$ cat src/rtl/step_button_pkg.sv
// Shared types and 50 MHz board defaults for the step button conditioner.
// Optional auto-repeat is enabled with STEP_BUTTON_AUTO_REPEAT_EN.
package step_button_pkg;

  typedef enum logic [1:0] {
    IDLE         = 2'd0,
    PRESS_WAIT   = 2'd1,
    PRESSED      = 2'd2,
    RELEASE_WAIT = 2'd3
  } btn_state_t;

  // 10 ms debounce, 0.5 s first repeat, 0.2 s repeat period at 50 MHz
  localparam int unsigned DEF_SYNC_STAGES     = 2;
  localparam int unsigned DEF_DEBOUNCE_CYCLES = 500000;
  localparam int unsigned DEF_REPEAT_DELAY    = 25000000;
  localparam int unsigned DEF_REPEAT_PERIOD   = 10000000;

  function automatic int unsigned max_u(input int unsigned a, input int unsigned b);
    return (a > b) ? a : b;
  endfunction

endpackage

$ cat src/rtl/step_button_debounce_if.sv
// Button-side signal bundle: raw pad in, conditioned step pulse and level out.
interface step_button_debounce_if;
  logic btn_raw;
  logic step_pulse;
  logic btn_level;

  modport master (output btn_raw, input step_pulse, input btn_level);
  modport slave  (input btn_raw, output step_pulse, output btn_level);
endinterface

$ cat src/rtl/btn_synchronizer.sv
// Multi-flop synchroniser bringing the asynchronous button pad into clk.
module btn_synchronizer #(
  parameter int unsigned STAGES = 2
) (
  input  logic clk,
  input  logic reset,
  input  logic d,
  output logic q
);

  logic [STAGES-1:0] sync_q;

  always_ff @(posedge clk or negedge reset) begin
    if (!reset) begin
      sync_q <= '0;
    end else begin
      sync_q <= {sync_q[STAGES-2:0], d};
    end
  end

  assign q = sync_q[STAGES-1];

endmodule

$ cat src/rtl/step_button_debounce.sv
// Push-button conditioner: synchronise, debounce, emit one step pulse per press.
// Define STEP_BUTTON_AUTO_REPEAT_EN to add hold-to-repeat pulses.
module step_button_debounce
  import step_button_pkg::*;
#(
  parameter int unsigned SYNC_STAGES     = DEF_SYNC_STAGES,
  parameter int unsigned DEBOUNCE_CYCLES = DEF_DEBOUNCE_CYCLES,
  parameter int unsigned REPEAT_DELAY    = DEF_REPEAT_DELAY,
  parameter int unsigned REPEAT_PERIOD   = DEF_REPEAT_PERIOD
) (
  input logic                   clk,
  input logic                   reset,
  step_button_debounce_if.slave btn
);

  localparam int unsigned CNT_W = $clog2(DEBOUNCE_CYCLES);
  localparam logic [CNT_W-1:0] CNT_MAX = CNT_W'(DEBOUNCE_CYCLES - 1);

  if (SYNC_STAGES < 2 || DEBOUNCE_CYCLES < 2 || REPEAT_DELAY == 0 || REPEAT_PERIOD == 0) begin : g_cfg_err
    $error("step_button_debounce: invalid timing parameters");
  end

  logic             s;
  btn_state_t       state_q, state_d;
  logic [CNT_W-1:0] cnt_q, cnt_d;
  logic             pulse_q, pulse_d;
  logic             level_q, level_d;

`ifdef STEP_BUTTON_AUTO_REPEAT_EN
  localparam int unsigned HCNT_W = $clog2(max_u(max_u(REPEAT_DELAY, REPEAT_PERIOD), 2));
  localparam logic [HCNT_W-1:0] DELAY_MAX  = HCNT_W'(REPEAT_DELAY - 1);
  localparam logic [HCNT_W-1:0] PERIOD_MAX = HCNT_W'(REPEAT_PERIOD - 1);

  logic [HCNT_W-1:0] hcnt_q, hcnt_d;
  logic              rep_q, rep_d;   // set once the first repeat has fired
`endif

  btn_synchronizer #(
    .STAGES (SYNC_STAGES)
  ) u_sync (
    .clk   (clk),
    .reset (reset),
    .d     (btn.btn_raw),
    .q     (s)
  );

  // State, counters and output registers
  always_ff @(posedge clk or negedge reset) begin
    if (!reset) begin
      state_q <= IDLE;
      cnt_q   <= '0;
      pulse_q <= 1'b0;
      level_q <= 1'b0;
`ifdef STEP_BUTTON_AUTO_REPEAT_EN
      hcnt_q  <= '0;
      rep_q   <= 1'b0;
`endif
    end else begin
      state_q <= state_d;
      cnt_q   <= cnt_d;
      pulse_q <= pulse_d;
      level_q <= level_d;
`ifdef STEP_BUTTON_AUTO_REPEAT_EN
      hcnt_q  <= hcnt_d;
      rep_q   <= rep_d;
`endif
    end
  end

  // Next-state and next-output logic; step_pulse defaults low so it lasts one cycle
  always_comb begin
    state_d = state_q;
    cnt_d   = cnt_q;
    pulse_d = 1'b0;
    level_d = level_q;
`ifdef STEP_BUTTON_AUTO_REPEAT_EN
    hcnt_d  = hcnt_q;
    rep_d   = rep_q;
`endif

    unique case (state_q)
      IDLE: begin
        if (s) begin
          state_d = PRESS_WAIT;
          cnt_d   = '0;
        end
      end

      PRESS_WAIT: begin
        if (!s) begin
          state_d = IDLE;
          cnt_d   = '0;
        end else if (cnt_q == CNT_MAX) begin
          state_d = PRESSED;
          cnt_d   = '0;
          pulse_d = 1'b1;
          level_d = 1'b1;
`ifdef STEP_BUTTON_AUTO_REPEAT_EN
          hcnt_d  = '0;
          rep_d   = 1'b0;
`endif
        end else begin
          cnt_d = cnt_q + CNT_W'(1);
        end
      end

      PRESSED: begin
        if (!s) begin
          state_d = RELEASE_WAIT;
          cnt_d   = '0;
        end else begin
`ifdef STEP_BUTTON_AUTO_REPEAT_EN
          // First repeat after REPEAT_DELAY, then every REPEAT_PERIOD
          if (hcnt_q == (rep_q ? PERIOD_MAX : DELAY_MAX)) begin
            pulse_d = 1'b1;
            hcnt_d  = '0;
            rep_d   = 1'b1;
          end else begin
            hcnt_d = hcnt_q + HCNT_W'(1);
          end
`endif
        end
      end

      RELEASE_WAIT: begin
        if (s) begin
          state_d = PRESSED;
          cnt_d   = '0;
        end else if (cnt_q == CNT_MAX) begin
          state_d = IDLE;
          cnt_d   = '0;
          level_d = 1'b0;
        end else begin
          cnt_d = cnt_q + CNT_W'(1);
        end
      end

      default: begin
        state_d = IDLE;
        cnt_d   = '0;
      end
    endcase
  end

  assign btn.step_pulse = pulse_q;
  assign btn.btn_level  = level_q;

endmodule

$ cat src/flat_wrapper.sv
// flat-port wrapper written by rule: the top's interface ports become plain ports
module step_button_debounce_flat import step_button_pkg::*;
#(
  parameter int unsigned SYNC_STAGES     = DEF_SYNC_STAGES,
  parameter int unsigned DEBOUNCE_CYCLES = DEF_DEBOUNCE_CYCLES,
  parameter int unsigned REPEAT_DELAY    = DEF_REPEAT_DELAY,
  parameter int unsigned REPEAT_PERIOD   = DEF_REPEAT_PERIOD
)
  (clk, reset, btn_btn_raw, btn_step_pulse, btn_btn_level);
  step_button_debounce_if btn_i ();
  input logic clk;
  input logic reset;
  input wire logic [$bits(btn_i.btn_raw)-1:0] btn_btn_raw;
  output wire logic [$bits(btn_i.step_pulse)-1:0] btn_step_pulse;
  output wire logic [$bits(btn_i.btn_level)-1:0] btn_btn_level;
  assign btn_i.btn_raw = btn_btn_raw;
  assign btn_step_pulse = btn_i.step_pulse;
  assign btn_btn_level = btn_i.btn_level;
  step_button_debounce #(.SYNC_STAGES(SYNC_STAGES), .DEBOUNCE_CYCLES(DEBOUNCE_CYCLES), .REPEAT_DELAY(REPEAT_DELAY), .REPEAT_PERIOD(REPEAT_PERIOD)) u_core (.clk(clk), .reset(reset), .btn(btn_i));
endmodule
$ cat config.mk
export PLATFORM = sky130hd
export DESIGN_NAME = step_button_debounce_flat
export DESIGN_NICKNAME = d
export VERILOG_FILES = /design/src/rtl/step_button_pkg.sv /design/src/rtl/step_button_debounce_if.sv /design/src/rtl/btn_synchronizer.sv /design/src/rtl/step_button_debounce.sv /design/src/flat_wrapper.sv
export SDC_FILE = /design/constraint.sdc
export NUM_CORES = 1
export LEC_CHECK = 0
export CAP_MARGIN = 40
export CORE_AREA = 2 2 62 64
export CTS_BUF_LIST = sky130_fd_sc_hd__clkbuf_4 sky130_fd_sc_hd__clkbuf_8
export CTS_CLUSTER_SIZE = 28
export DETAILED_ROUTE_END_ITERATION = 8
export DIE_AREA = 0 0 64 66
export SLEW_MARGIN = 0
export SYNTH_ARGS = -nofsm -noshare
export SYNTH_HDL_FRONTEND = slang
export SYNTH_SLANG_ARGS = --single-unit
$ cat constraint.sdc
create_clock -name clk -period 1.95 [get_ports clk]
set_input_delay 0.2925 -clock clk [delete_from_list [all_inputs] [get_ports clk]]
set_output_delay 0.2925 -clock clk [all_outputs]
set_load 0.02 [all_outputs]
# == After elaboration in Yosys (flattened, before gate mapping) ==
# Index checks and enable logic that the tools add are counted.
# W data, S select, Z words.
# totals
regBits,25
latch_bits,0
ramBits,0
mem_bits_ro,0
in_bits,3
wordCells,44
n_memories,0
# op_classes
n_addsub,1
mul,0
n_div,0
order_cmp,0
n_eq_ne,12
shifts,0
n_mux,21
bitwise_logic,0
n_reduce_logical,5
# ops
cell,count
$mux W19,5
$pmux W19 S4,1
$add A19 B1 Y19 const B,1
$eq A19 B19 Y1 const B,1
$mux W2,6
$ne A2 B2 Y1 const B,4
$pmux W2 S4,1
$mux W1,7
$ne A3 B2 Y1 const B,2
$reduce_and A5 Y1,1
$eq A2 B2 Y1 const B,2
$ne A2 B1 Y1 const B,2
$reduce_and A4 Y1,1
$eq A2 B1 Y1 const B,1
$logic_not A2 Y1,1
$pmux W1 S2,1
$reduce_and A2 Y1,1
$reduce_bool A2 Y1,1

# == Depth between registers and ports, before layout ==
# Gate-level depths: netlist (run 1).
# logic_depth
depth_word,4
mapped_depth,7
ltp_nobuf,6

# == Cells and area by module ==
# A second synthesis (run 1) with hierarchy kept.
# unflattened
hier_cells,137
hier_area_um2,1355.0
# by_module_without_submodules
mod,n_inst,cells_each,area_each_um2,seq_area_each_um2
step_button_debounce,1,135,1305.0,575.6
btn_synchronizer,1,2,50.0,50.0

# == Worst setup path after synthesis (run 1) ==
# No wires, ideal clock.
# synth_path
kind,reg2reg
from,register u_core.cnt_q[0]
to,register u_core.cnt_q[16]
arrival_time_ns,1.705
t_required_ns,1.881
path_slack_ns,0.177
stages_incl_launch_ff,6
cell_sequence,dfrtp_1 > ha_1 > nand4_2 > or4_4 > or3_1 > nand3_1
# synth_between
elab_chain_len,4
elab_cells_between_ends,6
# synth_lines
item,line,rtl
start: declaration,step_button_debounce.sv:25,"logic [CNT_W-1:0] cnt_q, cnt_d;"
start signal: assignment,step_button_debounce.sv:60,cnt_q <= cnt_d;
$add A19 B1 Y19 or $eq A19 B19 Y1 (tied branches),n/a,
$mux W19 (*),"step_button_debounce.sv:93, step_button_debounce.sv:129",
$mux W19 (on tied branches),"step_button_debounce.sv:126, step_button_debounce.sv:90",
$pmux W19 S4 (*),step_button_debounce.sv:81,unique case (state_q)
# Mark *: on every way between the ends. The rest lies on a longest branch, timed or not.
# A chain may end at the register's enable or synchronous reset.

# == Worst setup path in the final report (run 1) ==
# layout_path
from,register u_core.cnt_q[9]
to,register u_core.cnt_q[12]
# Same word-level chain as after synthesis.

==> results of run 1 <==
logic make-up after synthesis:
family	share of synthesized area (%)
muxes	3.630
AOI/OAI and AO/OA	15.97
buffers and inverters	4.719
and+or+nand+nor	28.77
DFF	45.37
adders and majority gates	0.9073
xor gates and xnor gates	0.6353
timing repair:
action                                  in CTS  in global routing
hold buffers                                 0                  0
resized for setup                            2                  4
hold endpoints to repair                     0                  0
pin swaps                                    0                  1
buffers inserted                             0                  2
endpoints found under the setup margin       5                 10
through the flow:
step	setup slack [ps]	std cells	area, um2
finish	104.1	211	1605
floorplan	176.6	148	1379
global placement	105.9	205	1526
global route	3.796	211	1605
detailed placement	-0.8036	205	1526
CTS	10.07	209	1568
final timing paths:
kind / start / endpoint / slack [ps] / cells past startpoint
max: u_core.cnt_q[9]$_DFFE_PN0P_ / u_core.cnt_q[12]$_DFFE_PN0P_ / 100 / 6
min: reset / u_core.cnt_q[10]$_DFFE_PN0P_ / 310 / 2
max reg2reg: u_core.cnt_q[9]$_DFFE_PN0P_ / u_core.cnt_q[12]$_DFFE_PN0P_ / 100 / 6
min reg2reg: u_core.u_sync.sync_q[0]$_DFF_PN0_ / u_core.u_sync.sync_q[1]$_DFF_PN0_ / 370 / 0
max in group asynchronous: reset / u_core.cnt_q[7]$_DFFE_PN0P_ / 1390 / 2
min in group clk: u_core.u_sync.sync_q[0]$_DFF_PN0_ / u_core.u_sync.sync_q[1]$_DFF_PN0_ / 370 / 0
final cells by class:
type | instances | area (um2) | area share, %
Clock buffer | 3 | 22.52 | 1.403
Sequential cell | 25 | 626.9 | 39.05
Multi-Input combinational cell | 109 | 723.2 | 45.05
Clock inverter | 1 | 5.005 | 0.3118
Tap cell | 48 | 60.06 | 3.741
Inverter | 8 | 30.03 | 1.871
Timing Repair Buffer | 17 | 137.6 | 8.574
cells in the mapped netlist, types with 2 or more instances:
library cell / count / area [um2]
nand2_1: 15 / 56.30
nor2_1: 8 / 30.03
nor4_1: 2 / 12.51
o21ai_1: 2 / 10.01
inv_1: 8 / 30.03
nand3_1: 13 / 65.06
clkbuf_1: 3 / 11.26
a21o_1: 7 / 52.55
nand4_1: 5 / 31.28
or3_1: 2 / 12.51
dfrtp_1: 25 / 625.6
nor3_1: 6 / 30.03
mux2i_1: 5 / 50.05
o21ai_0: 5 / 25.02
nor4_2: 2 / 25.02
a21oi_1: 13 / 65.06
registers in the layout, summed over array words and instances, names as in the netlist, named ones only:
signal                 flops
u_core.cnt_q              19
u_core.u_sync.sync_q       2
u_core.btn.btn_level       1
u_core.btn.step_pulse      1
u_core.state_q             1
metal layers:
| metal | part of all wire [%] | wire (um) |
|---|---|---|
| met4 | 1.7 | 48 |
| met2 | 48 | 1380 |
| met3 | 3.2 | 92 |
| met5 | 0 | 0 |
| met1 | 47 | 1375 |
power by group:
| group | switching, W | internal (W) |
|---|---|---|
| combinational | 0.000326 | 0.000229 |
| sequential | 0.0000636 | 0.000562 |
| clock | 0.000155 | 0.0000770 |
| total | 0.000544 | 0.000868 |
==> impl_metrics.json, run 1 <==
{
  "ioPinCount": 5,
  "cts-htree-levels": 1,
  "vias_per_cell": 5.611,
  "status": "finished, final reports clean",
  "hp-class": "input pin to async pin",
  "relSlewSlack_pct": 69.08,
  "grt_pass1_vias": 1148,
  "gr-usage-met1_pct": 19.66,
  "finalWirelength_mm": 2.895,
  "grtUsageMet2_pct": 26.30,
  "core_mm2": 0.003551,
  "async_flop_share_pct": 100.0,
  "firstDrtPassIters": 4,
  "die_w_um": 64,
  "num_vias": 1184,
  "antenna_left": 0,
  "grt_busiest_layer": "met2",
  "insertion_delay_ps": 320,
  "cts_tree": "done",
  "cp.buffers_inverters": 1,
  "syn-num-nets": 152,
  "numClockSinks": 25,
  "place.gp.congestion": 0.7760,
  "synth-seq-cells": 25,
  "finalCriticalPeriod_ps": 1846,
  "tightest_slew_ps": 462.7,
  "power_density_mw_per_mm2": 879.6,
  "cp_common_cell": "a21o_1",
  "die_h_um": 66,
  "ys.flop_type": "dfrtp_1",
  "clk_pin_slew_worst_paths_ps": 140,
  "hold_violations": 0,
  "required_ps": 2180,
  "drtIter0Drc": 49,
  "routedWlPerCell_um": 13.72,
  "start_kind": "flop",
  "grt-ovfl-total": 0,
  "path_cells": "or4bb_1, nor2_4, a21o_1, buf_4, nor3_1, a21o_1",
  "drc": 0,
  "min_period_over_period_pct": 94.66,
  "syn_area_per_cell_um2": 9.316,
  "synth.distinct_cells": 43,
  "syn_to_final_growth_pct": 16.42,
  "syn_inst": 148,
  "final.setup.tns_ps": 0,
  "fmax_mhz": 541.7,
  "num-fill-cells": 348,
  "grt_pass1_wl_mm": 5.106,
  "dieArea_mm2": 0.004224,
  "arrival_ps": 2080,
  "max_cap_violations": 0,
  "cts_inserted_buffers": 3,
  "clockBufferDepth": 2,
  "antenna_found_initial": 0,
  "antenna_cells": 0,
  "p_leak_nw": 0.7126,
  "layout_common_cells": "dfrtp_1 (24), nand2_1 (15), nand3_1 (13), a21oi_1 (13), buf_4 (13)",
  "synth_edf_count": 0,
  "setup_violations": 0,
  "worstSetupEndpointType": "flop",
  "start_util_pct": 38.83,
  "p_total_w": 0.001412,
  "nets": 168,
  "max_stage_delay_ps": 600,
  "drv_slew": 0,
  "clockRootBuffer": "clkbuf_4",
  "final_common_cell": "dfrtp_1",
  "synthesis.area_mm2": 0.001379,
  "cpMaxStageDelayCell": "or4bb_1",
  "drive_gt1_share_pct": 19.02,
  "dp_hpwl_mm": 2.091,
  "track_usage_pct": 15.31,
  "yosysWarnings": 0,
  "ys_seq_area_share_pct": 45.37,
  "final_util_pct": 45.21,
  "grt_max_degree": 26,
  "cp_top_family": "simple AND/OR/NAND/NOR gates",
  "vdd_drop_max_v": 0.0005458,
  "crit_type": "flop to flop",
  "io_buffer_count": 4,
  "row_count": 22,
  "finClkSkew_ps": 8.361,
  "met3_usage_pct": 1.533,
  "whs_ps": 311.5,
  "rsz0062_at_grt": "false",
  "worstPathMaxFanout": 5
}
Note: power is estimated with default switching activity, not from simulation.
==> run 2, diff against run 1 <==
- CAP_MARGIN: 40 -> default
==> results of run 2 <==
Final layout, timing and power as in run 1 (identical DEF).
